File: src/rtl/latch_phase_gen_pkg.sv
// Shared definitions for the two-phase non-overlapping latch enable generator.
// Holds the default widths and the FSM state encoding used by latch_phase_gen.
package latch_phase_gen_pkg;

    localparam int unsigned CNT_W_DEFAULT = 4;
    localparam int unsigned CYC_W_DEFAULT = 8;

    typedef logic [2:0] state_t;

    localparam state_t StIdle = 3'd0;
    localparam state_t StP1   = 3'd1;
    localparam state_t StG1   = 3'd2;
    localparam state_t StP2   = 3'd3;
    localparam state_t StG2   = 3'd4;

endpackage

File: src/rtl/latch_phase_gen_phase_timer.sv
// phase_timer: loadable down-counter that times each FSM state.
// Ports:
//   clk      - clock, rising edge
//   rst      - asynchronous active-high reset, clears the count
//   load     - load load_val this cycle (takes priority over counting)
//   load_val - value to load; a state lasting N clocks is loaded with N-1
//   tc       - terminal count, high while the count is zero (last clock of a state)
module phase_timer #(
    parameter int unsigned CNT_W = 4
) (
    input  logic             clk,
    input  logic             rst,
    input  logic             load,
    input  logic [CNT_W-1:0] load_val,
    output logic             tc
);

    localparam logic [CNT_W-1:0] CntOne = CNT_W'(1);

    logic [CNT_W-1:0] cnt_q, cnt_d;

    always_comb begin
        cnt_d = cnt_q;
        if (load) begin
            cnt_d = load_val;
        end else if (cnt_q != '0) begin
            cnt_d = cnt_q - CntOne;
        end
    end

    always_ff @(posedge clk or posedge rst) begin
        if (rst) begin
            cnt_q <= '0;
        end else begin
            cnt_q <= cnt_d;
        end
    end

    assign tc = (cnt_q == '0);

endmodule

File: src/rtl/latch_phase_gen.sv
// latch_phase_gen: generates non-overlapping master/slave latch enables.
// Sequence per cycle: P1 (phi1 high, h clocks), G1 (gap, g clocks),
// P2 (phi2 high, h clocks), G2 (gap, g clocks); repeats until stop.
// Ports:
//   clk, rst     - clock and asynchronous active-high reset
//   start        - begin the sequence (sampled only when idle)
//   stop         - finish after the current full cycle (sticky)
//   high_cycles  - enable high time in clocks (0 behaves as 1), captured at start
//   gap_cycles   - non-overlap gap in clocks (0 behaves as 1), captured at start
//   phi1, phi2   - registered master / slave latch enables
//   busy         - high whenever not idle
//   cycle_cnt    - completed cycle count, wraps, cleared only by reset
module latch_phase_gen
    import latch_phase_gen_pkg::*;
#(
    parameter int unsigned CNT_W = CNT_W_DEFAULT,
    parameter int unsigned CYC_W = CYC_W_DEFAULT
) (
    input  logic             clk,
    input  logic             rst,
    input  logic             start,
    input  logic             stop,
    input  logic [CNT_W-1:0] high_cycles,
    input  logic [CNT_W-1:0] gap_cycles,
    output logic             phi1,
    output logic             phi2,
    output logic             busy,
    output logic [CYC_W-1:0] cycle_cnt
);

    localparam logic [CNT_W-1:0] CntOne = CNT_W'(1);
    localparam logic [CYC_W-1:0] CycOne = CYC_W'(1);

    state_t           state_q, state_d;
    logic [CNT_W-1:0] hm1_q, hm1_d;   // captured high length minus one
    logic [CNT_W-1:0] gm1_q, gm1_d;   // captured gap length minus one
    logic             stop_q, stop_d;
    logic [CYC_W-1:0] cyc_q, cyc_d;
    logic             phi1_q, phi2_q, busy_q;

    logic             tmr_load;
    logic [CNT_W-1:0] tmr_val;
    logic             tmr_tc;
    logic [CNT_W-1:0] h_eff, g_eff;

    assign h_eff = (high_cycles == '0) ? CntOne : high_cycles;
    assign g_eff = (gap_cycles == '0) ? CntOne : gap_cycles;

    phase_timer #(
        .CNT_W (CNT_W)
    ) u_timer (
        .clk      (clk),
        .rst      (rst),
        .load     (tmr_load),
        .load_val (tmr_val),
        .tc       (tmr_tc)
    );

    always_comb begin
        state_d  = state_q;
        hm1_d    = hm1_q;
        gm1_d    = gm1_q;
        stop_d   = stop_q;
        cyc_d    = cyc_q;
        tmr_load = 1'b0;
        tmr_val  = '0;

        if (state_q != StIdle) begin
            stop_d = stop_q | stop;
        end

        case (state_q)
            StIdle: begin
                if (start) begin
                    hm1_d    = h_eff - CntOne;
                    gm1_d    = g_eff - CntOne;
                    // Stop seen together with start still allows one full cycle.
                    stop_d   = stop;
                    state_d  = StP1;
                    tmr_load = 1'b1;
                    tmr_val  = h_eff - CntOne;
                end
            end
            StP1: begin
                if (tmr_tc) begin
                    state_d  = StG1;
                    tmr_load = 1'b1;
                    tmr_val  = gm1_q;
                end
            end
            StG1: begin
                if (tmr_tc) begin
                    state_d  = StP2;
                    tmr_load = 1'b1;
                    tmr_val  = hm1_q;
                end
            end
            StP2: begin
                if (tmr_tc) begin
                    state_d  = StG2;
                    tmr_load = 1'b1;
                    tmr_val  = gm1_q;
                end
            end
            StG2: begin
                if (tmr_tc) begin
                    cyc_d = cyc_q + CycOne;
                    if (stop_q || stop) begin
                        state_d = StIdle;
                    end else begin
                        state_d  = StP1;
                        tmr_load = 1'b1;
                        tmr_val  = hm1_q;
                    end
                end
            end
            default: begin
                state_d = StIdle;
            end
        endcase
    end

    // Outputs are registered off the next state so they carry no input-to-output path.
    always_ff @(posedge clk or posedge rst) begin
        if (rst) begin
            state_q <= StIdle;
            hm1_q   <= '0;
            gm1_q   <= '0;
            stop_q  <= 1'b0;
            cyc_q   <= '0;
            phi1_q  <= 1'b0;
            phi2_q  <= 1'b0;
            busy_q  <= 1'b0;
        end else begin
            state_q <= state_d;
            hm1_q   <= hm1_d;
            gm1_q   <= gm1_d;
            stop_q  <= stop_d;
            cyc_q   <= cyc_d;
            phi1_q  <= (state_d == StP1);
            phi2_q  <= (state_d == StP2);
            busy_q  <= (state_d != StIdle);
        end
    end

    assign phi1      = phi1_q;
    assign phi2      = phi2_q;
    assign busy      = busy_q;
    assign cycle_cnt = cyc_q;

endmodule

File: config.mk
export PLATFORM = sky130hd
export DESIGN_NAME = latch_phase_gen
export DESIGN_NICKNAME = d
export VERILOG_FILES = /design/src/rtl/latch_phase_gen_pkg.sv /design/src/rtl/latch_phase_gen_phase_timer.sv /design/src/rtl/latch_phase_gen.sv
export SDC_FILE = /design/constraint.sdc
export NUM_CORES = 1
export LEC_CHECK = 0
export ABC_AREA = 1
export CAP_MARGIN = 40
export CORE_UTILIZATION = 48
export CTS_CLUSTER_SIZE = 14
export DETAILED_ROUTE_END_ITERATION = 6
export GPL_ROUTABILITY_DRIVEN = 1
export PLACE_DENSITY_LB_ADDON = 0.12
export REMOVE_ABC_BUFFERS = 1
export SETUP_SLACK_MARGIN = 0.1
export SLEW_MARGIN = 5
export SYNTH_ARGS = -nofsm -noshare
export SYNTH_HDL_FRONTEND = slang
export SYNTH_SLANG_ARGS = --single-unit
File: constraint.sdc
create_clock -name clk -period 1.6 [get_ports clk]
set_clock_uncertainty 0.15 [all_clocks]
set_input_delay 0.16 -clock clk [delete_from_list [all_inputs] [get_ports clk]]
set_output_delay 0.16 -clock clk [all_outputs]
set_load 0.01 [all_outputs]
# [Word-level counts from Yosys, hierarchy flattened]
# Index checks and enable logic that the tools add are counted.
[classes] add_sub_neg=4 n_eq_ne=6 mux=25 n_bitwise=1 n_reduce_logical=13
[ops] cell="two-way mux 4 bit" n=9
[ops] cell="one-hot mux 4 bit (4 select lines)" n=1
[ops] cell="two-way mux 3 bit" n=5
[ops] cell="one-hot mux 3 bit (5 select lines)" n=1
[ops] cell="zero test 4 bit" n=3
[ops] cell="subtractor 4 x 1 -> 4 bit (second input constant)" n=3
[ops] cell="== test 3 x 2 -> 1 bit (second input constant)" n=3
[ops] cell="adder 8 x 1 -> 8 bit (second input constant)" n=1
[ops] cell="two-way mux 1 bit" n=8
[ops] cell="== test 3 x 1 -> 1 bit (second input constant)" n=2
[ops] cell="nonzero test 3 bit" n=2
[ops] cell="AND reduction 2 bit" n=2
[ops] cell="nonzero test 4 bit" n=1
[ops] cell="== test 3 bit (second input constant)" n=1
[ops] cell="zero test 3 bit" n=1
[ops] cell="one-hot mux 1 bit (3 select lines)" n=1
[ops] cell="OR reduction 3 bit" n=1
[ops] cell="nonzero test 2 bit" n=1
[ops] cell="OR reduction 2 bit" n=1
[ops] cell="logical OR 1 bit" n=1
[ops] cell="OR 1 bit" n=1
[word_totals] ff_bits=27 inputBits=12 output_inout_bits=11 wordCells=58

# [Depth between registers and ports, before layout]
[logic_depth] depth_word=6 depth_mapped=10 ltp_nobuf=10

# [Modules after synthesis]
# A second synthesis with hierarchy kept.
[unflattened] hier_cells=196 area_unflattened_um2=1512.7
[by_module_without_submodules] mod="latch_phase_gen" n_inst=1 cells_each=158 area_each_um2=1253.7 seq_area_each_um2=575.6
[by_module_without_submodules] mod="phase_timer" n_inst=1 cells_each=38 area_each_um2=259.0 seq_area_each_um2=100.1

# [Worst setup path after synthesis]
# OpenSTA, ideal clock, no wires.
[synth_path] path_type="register -> register" startpoint="register u_timer.cnt_q[0]" endpoint="register u_timer.cnt_q[2]" setup_ns=0.120 t_arrival_ns=1.315 t_required_ns=1.330 path_slack_ns=0.015 stages_incl_launch_ff=10 n_path_buf=0 period_less_slack_ns=1.585 cell_sequence="dfrtp_1 -> inv_1 -> ha_1 -> nand2_4 -> nor2_8 -> nand2_4 -> nand3_2 -> nor2_1 -> nor2_1 -> nor2_1"
[synth_between] elab_chain_cells=4 elab_cells_between_ends=13 cone_classes="add/sub (1); mux (9); reduce/logical (3)"
[synth_lines] item="start, declared" line_no="latch_phase_gen_phase_timer.sv:20" text="logic [CNT_W-1:0] cnt_q, cnt_d;"
[synth_lines] item="start signal, assigned" line_no="latch_phase_gen_phase_timer.sv:35" text="cnt_q <= cnt_d;"
[synth_lines] item="branches (longest 4 deep; another with subtractor 4 x 1 -> 4 bit)"
# Several ways; the timed one is not identified. The select of a mux whose other input is x is not followed.
# A chain may end at the register's enable or synchronous reset.

# [Worst setup path after layout]
[layout_path] startpoint="register u_timer.cnt_q[0]" endpoint="register u_timer.cnt_q[3]"
# The elaborated chain is that of the path after synthesis.

==> results by stage <==
Floorplanning:
- 23 I/O pins were placed.
- The floorplan die width is between 50 and 60 microns.
- The die is 57.63 microns tall.
- The area of the die is 3321 sq um.
- The initial utilization of the core area, before any placement, comes to 0.5206.
- After floorplanning, the core was divided into 19 placement rows.
- The core region is between 2000 and 3000 sq um.

Synth:
- The post-synthesis cell count is between 150 and 200.
- The dominant synthesized flop cell is dfrtp_1.
- The synthesized cell area is around 1500 sq um.
- Synthesis instantiated 26 different standard cells from the library.
- Measured against the total synthesized area, the mux share comes to 0.
- Counting flops with a built-in enable in the synthesized netlist gives 0.
- The compound-gate portion of the synthesized area is 0.06740.
- The sequential element share of the synthesized area is 0.4549.
- The mean area per synthesized cell is between 8 and 9 sq um.
- Of the total synthesized cell area, the portion taken by full adders, half adders and majority gates is 0.02527.
- The dominant combinational cell family by area after synthesis is simple AND/OR/NAND/NOR gates.
- Of the total synthesized cell area, the portion taken by AND, OR, NAND and NOR gates is 0.3252.
- Synthesis inferred 27 register bits.
- The share of synthesized flip-flops with an asynchronous set or reset is 1.000.
- The post-synthesis share of cell area spent on xor and xnor gates is 0.05897.
- The synthesis warning total is 0.

Critical path:
- The reg-to-reg startpoint is u_timer.cnt_q[0]$_DFFE_PP0P_.
- The worst setup path is captured at a register.
- The worst register-to-register path ends at u_timer.cnt_q[3]$_DFFE_PP0P_.
- For this design, the slowest cell found on the critical path is dfrtp_1.
- The top cell family by delay on the critical path is simple AND/OR/NAND/NOR gates.
- The critical path class is reg -> reg.
- The number of cells on the worst reg-to-reg path is 8.
- Along the worst path, the maximum fanout reaches 6.
- The number of buffers and inverters on the critical path is 1.
- The worst path required time is 1720 ps.
- Walking the worst path, the cells encountered are inv_2 -> ha_4 -> nand2_8 -> nor2_8 -> nand2_4 -> a21oi_1 -> nor2_2 -> nor2_1.
- The delay of the slowest cell on the worst path is 430 ps.
- The data arrival time of the critical path is 1710 ps.
- Setup slack on the worst reg-to-reg path comes out at around 15 ps.
- The category of the worst setup path launch point is a register.

CTS:
- The clock network latency to the later pin of the worst-skew pair is between 300 and 400 ps.
- Clock tree synthesis inserted a total of 3 buffers.
- Counting every sink on the clock net gives 27.
- The H-tree depth reported by CTS is 1.
- CTS placed an instance of clkbuf_4 at the clock tree root.
- The TritonCTS clock tree is yes.
- The hold buffer count at cts is 0.
- The clock slew seen by the registers of the worst setup and hold paths is around 150 ps.
- No sink is reached through more buffers than the 2 on the longest clock path.

Finish:
- The library cells used most frequently in the layout, excluding fill and tap cells, are nand2_1 (32), buf_4 (30), dfrtp_1 (24), nor2_1 (21), inv_1 (20).
- With fillers left out, the area of the finished cells amounts to between 2000 and 2500 sq um.
- The number of fill cells in the layout is between 200 and 250.
- The area growth from synthesis to final layout is 41.11%.
- The number of standard cells in the final layout excluding fillers is roughly 260.
- The share of layout cells above drive strength 1 is 0.3190.
- The final design utilization is 0.7346.
- The repair_antennas step left the layout with diodes totalling 0.
- After the last flow step, the layout net total stands at between 200 and 250.
- The library cell used most frequently in the layout, excluding fill and tap cells, is nand2_1.

Detailed routing:
- Using the TritonRoute via totals, the vias-per-cell ratio works out to about 5.1.
- The total number of vias is roughly 1300.
- In this run the remaining antenna-violating nets after routing total 0.
- Wires add up to roughly 3.3 mm.
- The detailed router finished its first iteration with 43 violations.
- The mean routed wirelength per cell is approximately 13 microns.
- The iteration count of the initial detailed-routing pass is 6.
- The detailed-route DRC error count is 2.

STA:
- Setup repair after global routing could not meet its margin everywhere.
- The final setup violation count is 0.
- In this run the tightest slew margin relative to its limit is 0.7690.
- The time the final worst path needs with I/O delays and setup is 1585 ps.
- The slew of the pin with the lowest slew margin is around 350 ps.
- The worst path setup slack after routing is 14.57 ps.
- Dividing the final minimum period by the clock period gives 0.9909.
- The number of failing hold endpoints at the final stage is 0.
- On the final layout, the worst hold slack is 19.72 ps.
- Timing would allow up to approximately 0.63 GHz.
- The max-slew violation count is 0.

Place:
- At the placement stage, the worst setup path has a slack of -76.29 ps.
- The total placed cells including tap cells is between 200 and 250.
- After detailed placement, the total cell area comes to around 1900 sq um.
- The final weighted congestion in routability-driven placement is between 0.8 and 0.9.
- After legalization and detailed placement, the total HPWL measured 2.530 mm.
- Input and output buffers added on the ports amount to 22.

GRT:
- Across every metal layer, demand over resource in global routing totals 0.2243.
- The number of antenna violations at the first check in global routing is 0.
- The via count of the first global-routing pass is 1312.
- The first global-routing pass estimated around 5.7 mm of wire.
- The largest net degree at the start of global routing is 28.
- The total congestion overflow is 0.

Status:
- The checks that failed: DRC.
- The run finished, with violations left.

Pwr:
- The largest vdd supply drop is 0.0007826 V.
- In this run the power density over the cells is ~1400 nW/um^2.
- The total leakage power is 0.001134 uW.

Worst hold path:
- The path class of the tightest hold or removal check is in -> async.

Flow run:
- Across the run, the number of max-cap violations was 0.
[state kept, by name, indices dropped and copies added (netlist names)]
signal and count:
hm1_q 4, state_q 3, busy 1, gm1_q 4
phi2 1, u_timer.cnt_q 4, stop_q 1, phi1 1
cycle_cnt 8
[kinds of logic (layout without fill, tap and decap cells)]
group	after synthesis	after routing
buffers and inverters	27	83
XOR/XNOR	10	10
AO/OA/AOI/OAI	17	17
adder cells (fa/ha/maj)	3	3
flip-flops	27	27
AND/OR/NAND/NOR	92	92
[cells in the mapped netlist, types with 4 or more instances]
library cell	number	area share
xor2_1	6	0.035
inv_1	24	0.061
o21ai_0	9	0.030
nor2_1	27	0.068
nand2_1	32	0.081
a21oi_1	4	0.013
dfrtp_1	27	0.45
xnor2_1	4	0.024
nand3_1	12	0.040
[how the worst max path moves through the flow]
stage | start | to | slack [ps] | cells after the start
global route | u_timer.cnt_q[0]$_DFFE_PP0P_ | u_timer.cnt_q[3]$_DFFE_PP0P_ | -70 | 9
global placement | u_timer.cnt_q[0]$_DFFE_PP0P_ | u_timer.cnt_q[3]$_DFFE_PP0P_ | -20 | 9
CTS | u_timer.cnt_q[1]$_DFFE_PP0P_ | u_timer.cnt_q[3]$_DFFE_PP0P_ | 30 | 9
floorplan | u_timer.cnt_q[0]$_DFFE_PP0P_ | u_timer.cnt_q[2]$_DFFE_PP0P_ | 10 | 9
finish | u_timer.cnt_q[0]$_DFFE_PP0P_ | u_timer.cnt_q[3]$_DFFE_PP0P_ | 10 | 8
detailed placement | u_timer.cnt_q[0]$_DFFE_PP0P_ | u_timer.cnt_q[3]$_DFFE_PP0P_ | -80 | 9
[worst min-delay path: cells and delay by family]
kind | cells | cell delay, ps
buffers and inverters | 3 | 770
[stage by stage]
stage | setup TNS (ps) | total power (uW)
2_1_floorplan | 0 | 1876
4_1_cts | 0 | 2868
3_5_place_dp | -239.5 | 2389
6_report | 0 | 2968
3_3_place_gp | -18.97 | 2341
5_1_grt | -346.9 | 3194
[what timing repair did]
item | 4_1_cts | 5_1_grt
gates cloned | 0 | 0
resized for setup | 29 | 9
pin swaps | 11 | 10
endpoints found under the setup margin | 25 | 18
buffers inserted | 13 | 2
[power by group]
part / internal, uW / switching, uW
registers: 913 / 156
clock network: 95.6 / 217
logic: 733 / 854
[final cells by class]
| class | instances | area (sq um) | area share |
|---|---|---|---|
| multi-input cells | 122 | 800.8 | 0.3821 |
| flip-flops and latches | 27 | 679.4 | 0.3242 |
| repair buffers | 53 | 446.7 | 0.2131 |
| inverters | 26 | 100.1 | 0.04776 |
| well taps | 31 | 38.79 | 0.01851 |
| clock buffers | 3 | 22.52 | 0.01075 |
| clock inverters | 1 | 7.507 | 0.003582 |
[metal layers]
metal  vias to the layer above  share of wire  track usage
met5                         -              0            0
met4                         0          0.012      0.03484
met3                         6          0.026      0.02232
met2                        23           0.50       0.3970
met1                       643           0.46       0.3053
li1                        671              -            -
(Power assumes the default switching activity.)
